## src/rtl/rst_sequencer_if.sv

```systemverilog
// rst_sequencer_if: request/watchdog inputs and staged reset outputs of the reset sequencer
interface rst_sequencer_if #(
  parameter int NUM_STAGES = 4
);
  logic                  sw_rst_req;
  logic                  wdt_en;
  logic                  wdt_kick;
  logic [NUM_STAGES-1:0] rst_out;
  logic                  ready;
  logic [1:0]            cause;
  modport master (output sw_rst_req, wdt_en, wdt_kick, input rst_out, ready, cause);
  modport slave (input sw_rst_req, wdt_en, wdt_kick, output rst_out, ready, cause);
endinterface

```

## src/rtl/rst_sequencer.sv

```systemverilog
// rst_sequencer: staged per-domain reset release with software restart, watchdog and reset cause
module rst_sequencer #(
  parameter int NUM_STAGES   = 4,
  parameter int STAGE_CYCLES = 3,
  parameter int WDT_TIMEOUT  = 1000,
  parameter int WDT_WIDTH    = 16
) (
  input logic clk,
  input logic rst,
  rst_sequencer_if.slave bus
);
  localparam int CW = STAGE_CYCLES > 1 ? $clog2(STAGE_CYCLES) : 1;
  localparam int IW = NUM_STAGES > 1 ? $clog2(NUM_STAGES) : 1;
  typedef enum logic [1:0] {ASSERT, RELEASE, RUN} state_t;
  state_t               state;
  logic [CW-1:0]        cnt;
  logic [IW-1:0]        idx;
  logic [WDT_WIDTH-1:0] wcnt;
  logic                 step_done;
  logic                 trip;
  assign step_done = cnt == CW'(STAGE_CYCLES - 1);
  // a kick on the timeout edge wins, so it suppresses the trip
  assign trip = state == RUN && bus.wdt_en && !bus.wdt_kick && wcnt == WDT_WIDTH'(WDT_TIMEOUT - 1);
  // sequencer FSM; stages release in ascending order, so a left shift clears the next bit
  always_ff @(posedge clk) begin
    if (rst) begin
      state       <= ASSERT;
      bus.rst_out <= '1;
      bus.ready   <= 1'b0;
      bus.cause   <= 2'b00;
      cnt         <= '0;
      idx         <= '0;
      wcnt        <= '0;
    end else if (bus.sw_rst_req || trip) begin
      state       <= ASSERT;
      bus.rst_out <= '1;
      bus.ready   <= 1'b0;
      bus.cause   <= bus.sw_rst_req ? 2'b01 : 2'b10;
      cnt         <= '0;
      idx         <= '0;
      wcnt        <= '0;
    end else begin
      case (state)
        ASSERT: begin
          cnt <= step_done ? '0 : cnt + CW'(1);
          if (step_done) state <= RELEASE;
        end
        RELEASE: begin
          cnt <= step_done ? '0 : cnt + CW'(1);
          if (step_done) begin
            bus.rst_out <= bus.rst_out << 1;
            idx         <= idx + IW'(1);
            if (idx == IW'(NUM_STAGES - 1)) begin
              state     <= RUN;
              bus.ready <= 1'b1;
            end
          end
        end
        RUN: wcnt <= (bus.wdt_kick || !bus.wdt_en) ? '0 : wcnt + WDT_WIDTH'(1);
        default: state <= ASSERT;
      endcase
    end
  end
endmodule

```

## src/flat_wrapper.sv

```systemverilog
// flat-port wrapper written by rule: the top's interface ports become plain ports
module rst_sequencer_flat 
#(
  parameter int NUM_STAGES   = 4,
  parameter int STAGE_CYCLES = 3,
  parameter int WDT_TIMEOUT  = 1000,
  parameter int WDT_WIDTH    = 16
)
  (clk, rst, bus_sw_rst_req, bus_wdt_en, bus_wdt_kick, bus_rst_out, bus_ready, bus_cause);
  rst_sequencer_if #(.NUM_STAGES(NUM_STAGES)) bus_i ();
  input logic clk;
  input logic rst;
  input wire logic [$bits(bus_i.sw_rst_req)-1:0] bus_sw_rst_req;
  input wire logic [$bits(bus_i.wdt_en)-1:0] bus_wdt_en;
  input wire logic [$bits(bus_i.wdt_kick)-1:0] bus_wdt_kick;
  output wire logic [$bits(bus_i.rst_out)-1:0] bus_rst_out;
  output wire logic [$bits(bus_i.ready)-1:0] bus_ready;
  output wire logic [$bits(bus_i.cause)-1:0] bus_cause;
  assign bus_i.sw_rst_req = bus_sw_rst_req;
  assign bus_i.wdt_en = bus_wdt_en;
  assign bus_i.wdt_kick = bus_wdt_kick;
  assign bus_rst_out = bus_i.rst_out;
  assign bus_ready = bus_i.ready;
  assign bus_cause = bus_i.cause;
  rst_sequencer #(.NUM_STAGES(NUM_STAGES), .STAGE_CYCLES(STAGE_CYCLES), .WDT_TIMEOUT(WDT_TIMEOUT), .WDT_WIDTH(WDT_WIDTH)) u_core (.clk(clk), .rst(rst), .bus(bus_i));
endmodule
```

## config.mk

```make
export PLATFORM = sky130hd
export DESIGN_NAME = rst_sequencer_flat
export DESIGN_NICKNAME = d
export VERILOG_FILES = /design/src/rtl/rst_sequencer_if.sv /design/src/rtl/rst_sequencer.sv /design/src/flat_wrapper.sv
export SDC_FILE = /design/constraint.sdc
export NUM_CORES = 1
export LEC_CHECK = 0
export BUFFER_PORTS_ARGS = -buffer_cell sky130_fd_sc_hd__buf_4
export CAP_MARGIN = 20
export CORE_MARGIN = 1
export CORE_UTILIZATION = 45
export CTS_CLUSTER_SIZE = 10
export DETAILED_ROUTE_END_ITERATION = 16
export PLACE_DENSITY_LB_ADDON = 0.12
export SYNTH_ARGS = -nofsm -noshare
export SYNTH_HDL_FRONTEND = slang
export SYNTH_SLANG_ARGS = --single-unit
```

## constraint.sdc

```tcl
create_clock -name clk -period 2.1 [get_ports clk]
set_input_delay 0.105 -clock clk [delete_from_list [all_inputs] [get_ports clk]]
set_output_delay 0.105 -clock clk [all_outputs]
set_load 0.005 [all_outputs]
```

-- Yosys cells after proc, flatten, opt, wreduce, memory -nomap -nowiden
Cells that the tools add are included.
- output and inout bits: 7
- input port bits: 5
- word-level logic and storage cells: 39
- register bits after elaboration: 29
- bitwise logic cells: 1
- reduce and logical (&&, ||, !) cells: 13
- equality and inequality tests: 8
- mux-type cells: 7
- $add $sub $neg: 3
- operators with widths (cell ; count):
    $add 16x1->16 const B ; 1
    $eq 16x10->1 const B ; 1
    $mux 16 ; 1
    $mux 2 ; 5
    $eq 2x2->1 const B ; 3
    $ne 2x1->1 const B ; 3
    $pmux 2 s3 ; 1
    $add 2x1->2 const B ; 2
    $reduce_and 4->1 ; 1
    $reduce_or 2->1 ; 2
    $logic_and 1x1->1 ; 3
    $reduce_and 3->1 ; 1
    $eq 2x1->1 const B ; 1
    $logic_not 1->1 ; 2
    $logic_not 2->1 ; 1
    $logic_or 1x1->1 ; 2
    $reduce_and 2->1 ; 1
    $not 1->1 ; 1

-- Longest topological paths before layout
Gate-level depths: netlist of run 1.
- word-level depth: 6
- gate-level depth with buffers: 6
- mapped depth without buffers: 5

-- Least setup slack after synthesis of run 1
Ideal clock, no wire load.
- path type: reg2reg
- start point: reg u_core.state[1]
- end point: reg u_core.wcnt[14]
- clock period less this slack: 1641 ps
- slack: 459 ps
- cell stages (with the launch flop): 7
- setup time: 133 ps
- buffers on the path: 2
- data arrival time: 1508 ps
- required time: 1967 ps
- path through: dfxtp_1 buf_2 nand4bb_1 or4_4 o21ai_4 buf_6 a31oi_1
- word-level cells in the longest chain between the ends: 6
- RTL lines (what ; RTL line ; text):
    from (decl) ; rst_sequencer.sv:15 ; state_t state;
    from (signal assigned) ; rst_sequencer.sv:27 ; state <= ASSERT;
    from (signal assigned) ; rst_sequencer.sv:35 ; state <= ASSERT;
    from (signal assigned) ; rst_sequencer.sv:46 ; if (step_done) state <= RELEASE;
    $eq 2x2->1 (*) ; rst_sequencer.sv:23, rst_sequencer.sv:43 ;
    $logic_and 1x1->1 (3 in series) ; rst_sequencer.sv:23 ; assign trip = state == RUN && bus.wdt_en && !bus.wdt_kick && wcnt == WDT_WIDTH'(WDT_TIMEOUT - 1);
    $logic_or 1x1->1 ; rst_sequencer.sv:34 ; end else if (bus.sw_rst_req || trip) begin
    $reduce_or 2->1 (no source line) ; -- ;
    to (signal assigned) ; rst_sequencer.sv:59 ; RUN: wcnt <= (bus.wdt_kick || !bus.wdt_en) ? '0 : wcnt + WDT_WIDTH'(1);
    to (decl) ; rst_sequencer.sv:18 ; logic [WDT_WIDTH-1:0] wcnt;
Mark *: on every way between the ends. The rest lies on a longest branch, timed or not.
A chain may end at the register's enable or synchronous reset.

-- Worst setup path after layout of run 1
- start point: reg u_core.wcnt[0]
- end point: reg u_core.wcnt[14]
- word-level cells in the longest chain between the ends: 4
- elaborated cells between the ends (all ways): 6
- classes of those cells: add/sub: 1; eq/ne: 1; mux: 1; reduce/logical: 3
- RTL lines (what):
    branches (longest 4 deep; another with $add 16x1->16)
Parallel ways; which one is timed is not known.

==> results of run 1 <==
[cell usage after synthesis, types with 2 or more instances]
| cell type | n |
|---|---|
| nand2_1 | 8 |
| nor3_1 | 2 |
| mux2i_1 | 2 |
| inv_1 | 3 |
| or3_1 | 3 |
| and4_1 | 3 |
| dfxtp_1 | 29 |
| ha_1 | 2 |
| o311ai_0 | 2 |
| and3_1 | 3 |
| nor3b_1 | 2 |
| buf_6 | 2 |
| nand3_1 | 5 |
| a211o_1 | 3 |
| o21ai_0 | 10 |
| nor2b_1 | 5 |
| a31oi_1 | 8 |
| a21oi_1 | 17 |
| buf_2 | 3 |
| clkbuf_1 | 4 |
| a22oi_1 | 2 |
| nand4_1 | 6 |
| o211ai_1 | 2 |
| or4_1 | 3 |
| nand2b_1 | 3 |
| and2_1 | 2 |
| nor2_1 | 21 |
[registers in the layout (all words and copies together), names as in the netlist]
signal,flops
u_core.cnt,2
u_core.bus.ready,1
u_core.bus.cause,2
u_core.state,2
u_core.idx,2
u_core.wcnt,16
u_core.bus.rst_out,4
[cell type report]
type | count | area (sq um) | area share
inverters | 3 | 11.26 | 0.006971
multi-input cells | 128 | 783.3 | 0.4849
flip-flops and latches | 29 | 580.6 | 0.3594
clock buffers | 7 | 55.05 | 0.03408
well taps | 44 | 55.05 | 0.03408
repair buffers | 17 | 130.1 | 0.08056
[where the power goes]
part / total (mW) / switching [mW] / internal, mW
registers: 0.555 / 0.00260 / 0.553
clock network: 0.337 / 0.179 / 0.158
logic: 0.0385 / 0.0207 / 0.0178
total: 0.930 / 0.202 / 0.728
[metal layers]
| metal | up-vias | part of all wire |
|---|---|---|
| met5 | - | 0 |
| met4 | 0 | 0.014 |
| met3 | 6 | 0.054 |
| met2 | 33 | 0.44 |
| met1 | 604 | 0.49 |
| li1 | 658 | - |
[worst reg2reg max path, cell delays in order (launching register included)]
cell,delay (ns)
dfxtp_1,0.41
ha_1,0.24
and3_1,0.31
nand3_2,0.17
or4b_1,0.49
a31oi_1,0.18
[per-stage QoR]
step | hold slack [ns] | util
after floorplan | 0.1741 | -
after global placement | 0.2689 | 0.5120
after detailed placement | 0.2821 | 0.5120
after CTS | 0.01928 | 0.5335
after global routing | 0.01911 | 0.5335
final | 0.02522 | 0.5335
[what timing repair did]
| action | 4_1_cts | 5_1_grt |
|---|---|---|
| hold buffers | 1 | 0 |
| buffers inserted | 0 | 0 |
| hold endpoints to repair | 1 | 0 |
| setup endpoints to repair | 0 | 0 |
[logic make-up after synthesis]
kind of cell	Yosys count	synth area share
multiplexers	2	0.01402
AND/OR/NAND/NOR	76	0.3068
flip-flops	29	0.4067
XOR/XNOR	1	0.006136
buffers and inverters	12	0.04469
adder cells (fa/ha/maj)	2	0.01753
AO/OA/AOI/OAI	47	0.2042
[worst max-delay path by stage]
| stage | slack, ns | endpoint | start |
|---|---|---|---|
| CTS | 0.27 | u_core.wcnt[14] | u_core.wcnt[0] |
| finish | 0.24 | u_core.wcnt[14] | u_core.wcnt[0] |
| global route | 0.07 | u_core.wcnt[14] | u_core.wcnt[0] |
| global placement | 0.34 | u_core.wcnt[12] | u_core.wcnt[0] |
| detailed placement | 0.30 | u_core.wcnt[14] | u_core.wcnt[0] |
| floorplan | 0.46 | u_core.wcnt[14] | u_core.state[1] |
==> results.md, run 1 <==
- Synth top area cells: dfxtp_1, a21oi_1, nor2_1
- Vias in the first global route: 1088
- Met2 usage: 0.2791
- Post-route ant nets: 0
- Rel. slew slack: 0.6678
- Asr flop ratio synth: 0
- #FFs+latches synth: 29
- I/O pin cnt: 12
- FILL cells: 294
- Worst Path Required: 2.35 ns
- Final Hold Violating Endpoints: 0
- RSZ-0062 raised after global routing: no
- Power Dens Cells: 576.0 mW/mm^2
- Clock transition at path regs: 0.08 ns
- Number of detailed-route iterations in the first pass: 4
- Placer congestion estimate: ~0.8
- Number of enable flip-flop cells after synthesis: 0
- Setup Viol. Count Final: 0
- Post-synth cell types: 41
- Layout cells sized above 1: 0.1467
- Status: finished, final reports clean
- Die Ht: 58.33 microns
- Sequential share of the synthesized area: 0.4067
- CTS buffer count: 5
- Post-Syn Nets: ~180
- Most used DFF post-synth: dfxtp_1
- Fmax achieved: 537.5 MHz
- Met1 Usage GRT: 0.2580
- Core area: 0.003028 sq mm
- Num Clock Sinks: 29
- Final period util: 0.8860
- Synthesized area per cell: 8.447 sq um
- Routed vias/inst: about 5.7
- Commonest non-fill, non-tap cell in the layout: dfxtp_1
- Clock latency on the worst-skew pair: ~0.32 ns
- Syn. warnings: 0
- Max Buffers Root-to-Sink: 2
- CP max stage cell: or4b_1
- Final nets: 191
- Hold EP: u_core.bus.cause[0]
- CTS H-tree lvls: 2
- Biggest area consumer among synthesized cells: dfxtp_1
- Arrival time at the worst endpoint: about 2.1 ns
- Setup WS pre-CTS: 0.3014 ns
- R2R Setup Slk: 0.24 ns
- MaxCap Viol Count: 0
- M3 GR Usage: 0.07692
- 1st-iter DRT viols: 47
- PnR Total Power: ~0.93 mW
- Post-CTS resize count: 0
- Worst hold stages: 3
- Clock Root Buffer: clkbuf_4
- Initial core utilization: 0.4715
- Syn-to-layout area delta: 13.15%
- Non-Filler Instances: about 230
- Hold Crit Start: bus_sw_rst_req
- Largest net degree at the start of global routing: 17
- Worst R2R Path Depth: 5
- Global Route Usage Sum: 0.1947
- Via count: 1301
- Setup CP Type: reg -> reg
- Placed Cells: 220
- DRC violations left: 0
- Post-synth top area share: 0.4067
- Worst IR Drop VDD: between 0.0003 and 0.0004 V
- Die area: approximately 0.0034 sq mm
- Reg2reg end: u_core.wcnt[14]
- Crit path max fanout: 7
- Synthesized cell area: about 0.0014 sq mm
- Die X: 58.33 microns
- Crit path max-delay family: simple AND/OR/NAND/NOR gates
- Max Clock Skew: 0.003864 ns
- Detail Placement HPWL: 2120 microns
- Kind of start point of the critical path: flip-flop
- Placed Instance Area: about 0.0016 sq mm
- Minimum clock period: between 1.5 and 2 ns
- Global route hottest layer: met2
- Crit-path max cell delay: 0.49 ns
- Design Area, Final: 0.001615 sq mm
- Most frequent cells in the layout: dfxtp_1, nor2_1, a21oi_1, buf_4, o21ai_0
- CTS tree: built
- Leak: around 0.55 nW
- Setup TNS: 0 ns
- N_diodes: 0
- Worst-Margin Slew: 0.4983 ns
- Final Max Tran Viols: 0
- Worst Setup End Kind: flip-flop
- Total wire length: 2988 microns
- Row cnt: 20
- Routed length per instance: 13.11 microns
- Critical path buffers and inverters: 0
- Initial antenna violation count: 0
- CP Cell Sequence: ha_1 -> and3_1 -> nand3_2 -> or4b_1 -> a31oi_1
- I/O Buffers: 11
- Min-delay worst type: in -> reg
- Total grt overflow: 0
- Global-route wire length before repair: 4981 microns
- Critical path depth: 5
- R2R Path Start: u_core.wcnt[0]
- Synth Instances: about 170
- Final WS setup: around 0.24 ns
Note: power is estimated with default switching activity, not from simulation.
==> run 2, diff against run 1 <==
--- a/config.mk
+++ b/config.mk
@@ -5,10 +5,12 @@
 export SDC_FILE = /design/constraint.sdc
 export NUM_CORES = 1
 export LEC_CHECK = 0
+export ABC_CLOCK_PERIOD_IN_PS = 2100
 export BUFFER_PORTS_ARGS = -buffer_cell sky130_fd_sc_hd__buf_4
 export CAP_MARGIN = 20
 export CORE_MARGIN = 1
 export CORE_UTILIZATION = 45
+export CTS_BUF_LIST = sky130_fd_sc_hd__clkbuf_8
 export CTS_CLUSTER_SIZE = 10
 export DETAILED_ROUTE_END_ITERATION = 16
 export PLACE_DENSITY_LB_ADDON = 0.12
==> run 2 against run 1 <==
Effect of this change:
- clock power increased by 35%
- clock-buffer cell count down 1
- largest cell class unchanged
- wire length up 1.1%
- cell count is the same
- largest power group unchanged
- critical path type unchanged
- via count stayed put
- sequential share of layout area down 0.68 points
- critical endpoint unchanged
- clock skew is 0.0018 ns higher
- hold slack improved by 0.042 ns
==> results.md, run 2 (synthesis results as in run 1) <==
- Status: finished, final reports clean
- Routed length per instance: 13.25 microns (+1.1%)
- Worst Setup End Kind: flip-flop
- RSZ-0062 raised after global routing: no
- CTS H-tree lvls: 2 (unchanged)
- Detail Placement HPWL: 2120 microns (unchanged)
- Worst R2R Path Depth: 5 (unchanged)
- Commonest non-fill, non-tap cell in the layout: dfxtp_1
- Number of detailed-route iterations in the first pass: 4 (unchanged)
- Vias in the first global route: 1080 (-0.74%)
- Clock transition at path regs: 0.06 ns (-0.02 ns)
- Global-route wire length before repair: 4995 microns (+0.28%)
- MaxCap Viol Count: 0 (unchanged)
- Rel. slew slack: 0.6630 (-0.004777)
- Sequential cell area: 580.6 sq um (unchanged)
- 1st-iter DRT viols: 45 (-4.3%)
- Routed vias/inst: 5.706 (unchanged)
- CTS buffer count: 5 (unchanged)
- Setup Fix Bufs, Post-CTS: 0 (unchanged)
- Post-CTS resize count: 0 (unchanged)
- I/O Buffers: 11 (unchanged)
- Total grt overflow: 0 (unchanged)
- Cts hold-fix bufs: 1 (unchanged)
- Final Max Tran Viols: 0 (unchanged)
- Max Clock Skew: 0.005639 ns (+0.001775 ns)
- Crit path max fanout: 7 (unchanged)
- Arrival time at the worst endpoint: 2.07 ns (-0.04 ns)
- I/O pin cnt: 12 (unchanged)
- Hold WS: 0.06771 ns (+0.04249 ns)
- Clock latency on the worst-skew pair: 0.28 ns (-0.04 ns)
- Largest regs: u_core.wcnt x16, u_core.bus.rst_out x4
- Hold Crit Start: bus_sw_rst_req
- Largest register FFs: 16 (unchanged)
- CTS tree: built
- Worst IR Drop VDD: 0.0003768 V (+21%)
- Leak: 0.5681 nW (+3.1%)
- PnR Total Power: 1.051 mW (+13%)
- Die X: 58.33 microns (unchanged)
- Register with the most flip-flops: u_core.wcnt
- Minimum clock period: 1.865 ns (+0.004204 ns)
- Via count: 1301 (unchanged)
- Row cnt: 20 (unchanged)
- Clock Root Buffer: clkbuf_8
- Fmax achieved: 536.3 MHz (-0.23%)
- N_diodes: 0 (unchanged)
- Die area: 0.003402 sq mm (unchanged)
- Most frequent cells in the layout: dfxtp_1, nor2_1, a21oi_1, buf_4, o21ai_0
- Worst Path Required: 2.31 ns (-0.04 ns)
- FILL cells: 290 (-1.4%)
- Initial antenna violation count: 0 (unchanged)
- Power Dens Cells: 638.3 mW/mm^2 (+11%)
- Largest net degree at the start of global routing: 17 (unchanged)
- Setup CP Type: reg -> reg
- Placer congestion estimate: 0.7821 (unchanged)
- Num Clock Sinks: 29 (unchanged)
- Worst-Margin Slew: 0.5055 ns (+0.007166 ns)
- Final Hold Violating Endpoints: 0 (unchanged)
- Syn-to-layout area delta: 15.34%
- Worst hold stages: 3 (unchanged)
- Max Buffers Root-to-Sink: 2 (unchanged)
- Final period util: 0.8880 (+0.002002)
- Setup TNS: 0 ns (unchanged)
- Min-delay worst type: in -> reg
- Setup Viol. Count Final: 0 (unchanged)
- Initial core utilization: 0.4715 (unchanged)
- Die Ht: 58.33 microns (unchanged)
- Global Route Usage Sum: 0.1951 (+0.0004669)
- DRC violations left: 0 (unchanged)
- Area taken by multi-input logic gates: 783.3 sq um (unchanged)
- Layout cells sized above 1: 0.1467 (unchanged)
- Post-route ant nets: 0 (unchanged)
- Total wire length: 3021 microns (+1.1%)
- Final nets: 191 (unchanged)
- Crit path launch: u_core.wcnt[0]
- Kind of start point of the critical path: flip-flop
- R2R Path Start: u_core.wcnt[0]
- Core area: 0.003028 sq mm (unchanged)
==> run 2: cell types whose count changed in the layout (fill, tap and decap cells not counted) <==
cell / previous run / this run
clkbuf_4: 5 / 0
clkbuf_1: 1 / 0
inv_1: 3 / 4
clkbuf_8: 1 / 6
==> run 2: per-layer routing <==
metal	vias to the layer above	GRT usage	part of all wire
li1	655	-	-
met1	611	0.2621	0.49
met2	28	0.2759	0.44
met3	7	0.07033	0.047
met4	0	0.09864	0.018
met5	-	0	0
==> run 2: critical path, cell delays in order (launching register included) <==
cell and delay, ns:
dfxtp_1 0.40, ha_1 0.24, and3_1 0.31, nand3_2 0.17, or4b_1 0.49, a31oi_1 0.18
==> run 2: final cells by class <==
type,count,share of cell area
multi-input cells,128,0.4757
flip-flops and latches,29,0.3526
repair buffers,17,0.07903
clock buffers,6,0.05015
well taps,44,0.03343
inverters,3,0.006839
clock inverters,1,0.002280
==> run 2: final timing paths <==
| kind | to | slack [ns] |
|---|---|---|
| max | u_core.wcnt[14] | 0.24 |
| min reg2reg | u_core.bus.ready | 0.47 |
| max reg2reg | u_core.wcnt[14] | 0.24 |
| min | u_core.bus.cause[0] | 0.07 |
==> run 2: per-stage QoR <==
step	utilization	area, sq um	setup WS, ns	std cells
CTS	0.5438	1647	0.2813	228
global placement	0.5120	1550	0.3357	220
global route	0.5438	1647	0.08168	228
detailed placement	0.5120	1550	0.3014	220
finish	0.5438	1647	0.2352	228
floorplan	-	1428	0.4588	169
==> run 2: power by group <==
| group | internal, mW | switching (mW) | total, mW |
|---|---|---|---|
| Clock | 0.254 | 0.202 | 0.456 |
| Combinational | 0.0178 | 0.0206 | 0.0383 |
| Sequential | 0.554 | 0.00260 | 0.556 |
| Total | 0.826 | 0.225 | 1.05 |
==> run 3, diff against run 2 <==
--- a/config.mk
+++ b/config.mk
@@ -13,6 +13,7 @@
 export CTS_BUF_LIST = sky130_fd_sc_hd__clkbuf_8
 export CTS_CLUSTER_SIZE = 10
 export DETAILED_ROUTE_END_ITERATION = 16
+export HOLD_SLACK_MARGIN = 0.15
 export PLACE_DENSITY_LB_ADDON = 0.12
 export SYNTH_ARGS = -nofsm -noshare
 export SYNTH_HDL_FRONTEND = slang
==> run 3 against run 2 <==
Effect of this change:
- cell count up 0.88%
- maximum frequency shrank 5.8%
- sequential share of layout area fell by 0.41 points
- clock power about the same
- critical path type unchanged
==> results.md, run 3 (synthesis results as in run 1) <==
- Status: finished, final reports clean
- Routed vias/inst: 5.722 (+0.27%)
- Final Hold Violating Endpoints: 0 (unchanged)
- Register with the most flip-flops: u_core.wcnt
- Die Ht: 58.33 microns (unchanged)
- I/O Buffers: 11 (unchanged)
- Worst R2R Path Depth: 5 (unchanged)
- Row cnt: 20 (unchanged)
- 1st-iter DRT viols: 52 (+16%)
- Die area: 0.003402 sq mm (unchanged)
- Crit path max fanout: 6 (-1)
- FILL cells: 288 (-0.69%)
- PnR Total Power: 1.055 mW (+0.39%)
- Total wire length: 3038 microns (+0.56%)
- Clock transition at path regs: 0.06 ns (about the same)
- Worst Setup End Kind: flip-flop
- Layout cells sized above 1: 0.1667 (+0.01993)
- RSZ-0062 raised after global routing: no
- Hold WS: 0.2216 ns (+0.1539 ns)
- Worst Path Required: 2.27 ns (-0.04 ns)
- Routed length per instance: 13.21 microns (-0.31%)
- Final nets: 193 (+1.0%)
- Kind of start point of the critical path: flip-flop
- Setup Viol. Count Final: 0 (unchanged)
- Area taken by multi-input logic gates: 792.0 sq um (+1.1%)
- Total grt overflow: 0 (unchanged)
- Most frequent cells in the layout: dfxtp_1, nor2_1, a21oi_1, buf_4, o21ai_0
- Setup CP Type: reg -> reg
- CTS buffer count: 5 (unchanged)
- MaxCap Viol Count: 0 (unchanged)
- Via count: 1316 (+1.2%)
- Placer congestion estimate: 0.7821 (unchanged)
- Final Max Tran Viols: 0 (unchanged)
- Post-route ant nets: 0 (unchanged)
- Core area: 0.003028 sq mm (unchanged)
- Core Util, Final: 0.5550 (+0.01116)
- CTS tree: built
- Final WS setup: 0.1202 ns (-0.1150 ns)
- Die X: 58.33 microns (unchanged)
- Reg2reg end: u_core.bus.cause[0]
- Setup TNS: 0 ns (unchanged)
- Fmax achieved: 505.1 MHz (-5.8%)
- Leak: 0.5863 nW (+3.2%)
- Largest register FFs: 16 (unchanged)
- Arrival time at the worst endpoint: 2.15 ns (+0.08 ns)
- Num Clock Sinks: 29 (unchanged)
- Min-delay worst type: in -> reg
- Clock Root Buffer: clkbuf_8
- Number of detailed-route iterations in the first pass: 4 (unchanged)
- Worst-Margin Slew: 0.5090 ns (+0.003530 ns)
- Max Clock Skew: 0.005923 ns (+0.0002843 ns)
- Largest regs: u_core.wcnt x16, u_core.bus.rst_out x4
- Final period util: 0.9428 (+0.05476)
- Power Dens Cells: 627.8 mW/mm^2 (-1.6%)
- Worst IR Drop VDD: 0.0003790 V (+0.57%)
- Commonest non-fill, non-tap cell in the layout: dfxtp_1
- I/O pin cnt: 12 (unchanged)
- Initial core utilization: 0.4715 (unchanged)
- Crit path launch: u_core.wcnt[9]
- Max Buffers Root-to-Sink: 2 (unchanged)
- Global Route Usage Sum: 0.1951 (unchanged)
- DRC violations left: 0 (unchanged)
- Vias in the first global route: 1080 (unchanged)
- Initial antenna violation count: 0 (unchanged)
- Setup Fix Bufs, Post-CTS: 0 (unchanged)
- Detail Placement HPWL: 2120 microns (unchanged)
- Worst Setup EP: u_core.bus.cause[0]
- Minimum clock period: 1.980 ns (+0.1150 ns)
- N_diodes: 0 (unchanged)
- Largest net degree at the start of global routing: 17 (unchanged)
- Setup WS pre-CTS: 0.3014 ns (unchanged)
- Global-route wire length before repair: 4995 microns (unchanged)
- Clock latency on the worst-skew pair: 0.28 ns (about the same)
- Sequential cell area: 585.6 sq um (+0.86%)
- Rel. slew slack: 0.6606 (-0.002354)
- R2R Setup Slk: 0.12 ns (-0.12 ns)
- CTS H-tree lvls: 2 (unchanged)
- Syn-to-layout area delta: 17.70%
- R2R Path Start: u_core.wcnt[9]
[run 3: cell count changes in the layout (fill, tap and decap cells not counted), sizes merged]
cell         before  now
dlygate4sd3       1    3
[run 3: layout make-up]
| cell class | instances | area share |
|---|---|---|
| clock inverter | 1 | 0.002234 |
| timing repair buffer | 19 | 0.08935 |
| clock buffer | 6 | 0.04914 |
| sequential | 29 | 0.3485 |
| inverter | 3 | 0.006701 |
| tap | 44 | 0.03276 |
| multi-input combinational | 128 | 0.4713 |
[run 3: worst max-delay path: stages (launching register included)]
cell	delay, ns
dfxtp_1	0.41
nand4_4	0.15
or4_4	0.53
o21ai_0	0.16
a21oi_1	0.09
dlygate4sd3_1	0.55
[run 3: per-stage QoR]
step,cell area [sq um],cells
6_report,1680,230
5_1_grt,1680,230
4_1_cts,1667,230
3_5_place_dp,1550,220
3_3_place_gp,1550,220
2_1_floorplan,1428,169
[run 3: report_power, final]
group          internal (mW)  leakage, nW  total, mW  switching [mW]
sequential             0.553        0.236      0.556         0.00259
clock                  0.254       0.0485      0.457           0.202
combinational         0.0206        0.302     0.0421          0.0215
total                  0.828        0.586       1.05           0.227
[run 3: worst min-delay path by stage]
stage	startpoint	end	slack (ns)	cells past startpoint
2_1_floorplan	rst	u_core.bus.cause[0]	0.17	1
3_3_place_gp	rst	u_core.bus.cause[0]	0.27	2
3_5_place_dp	rst	u_core.bus.cause[0]	0.28	2
4_1_cts	bus_wdt_kick	u_core.wcnt[12]	0.22	4
5_1_grt	bus_wdt_kick	u_core.wcnt[11]	0.24	4
6_report	bus_wdt_kick	u_core.wcnt[12]	0.22	4
[run 3: routing by layer]
| layer | GRT usage | vias to the layer above | share of wire |
|---|---|---|---|
| li1 | - | 660 | - |
| met1 | 0.2621 | 619 | 0.49 |
| met2 | 0.2759 | 31 | 0.45 |
| met3 | 0.07033 | 6 | 0.047 |
| met4 | 0.09864 | 0 | 0.017 |
| met5 | 0 | - | 0 |
[run 3: repair_timing]
action,in CTS,in global routing
setup endpoints to repair,0,1
endpoints found under the hold margin,2,0
hold buffers,3,0
gates resized for setup,0,5
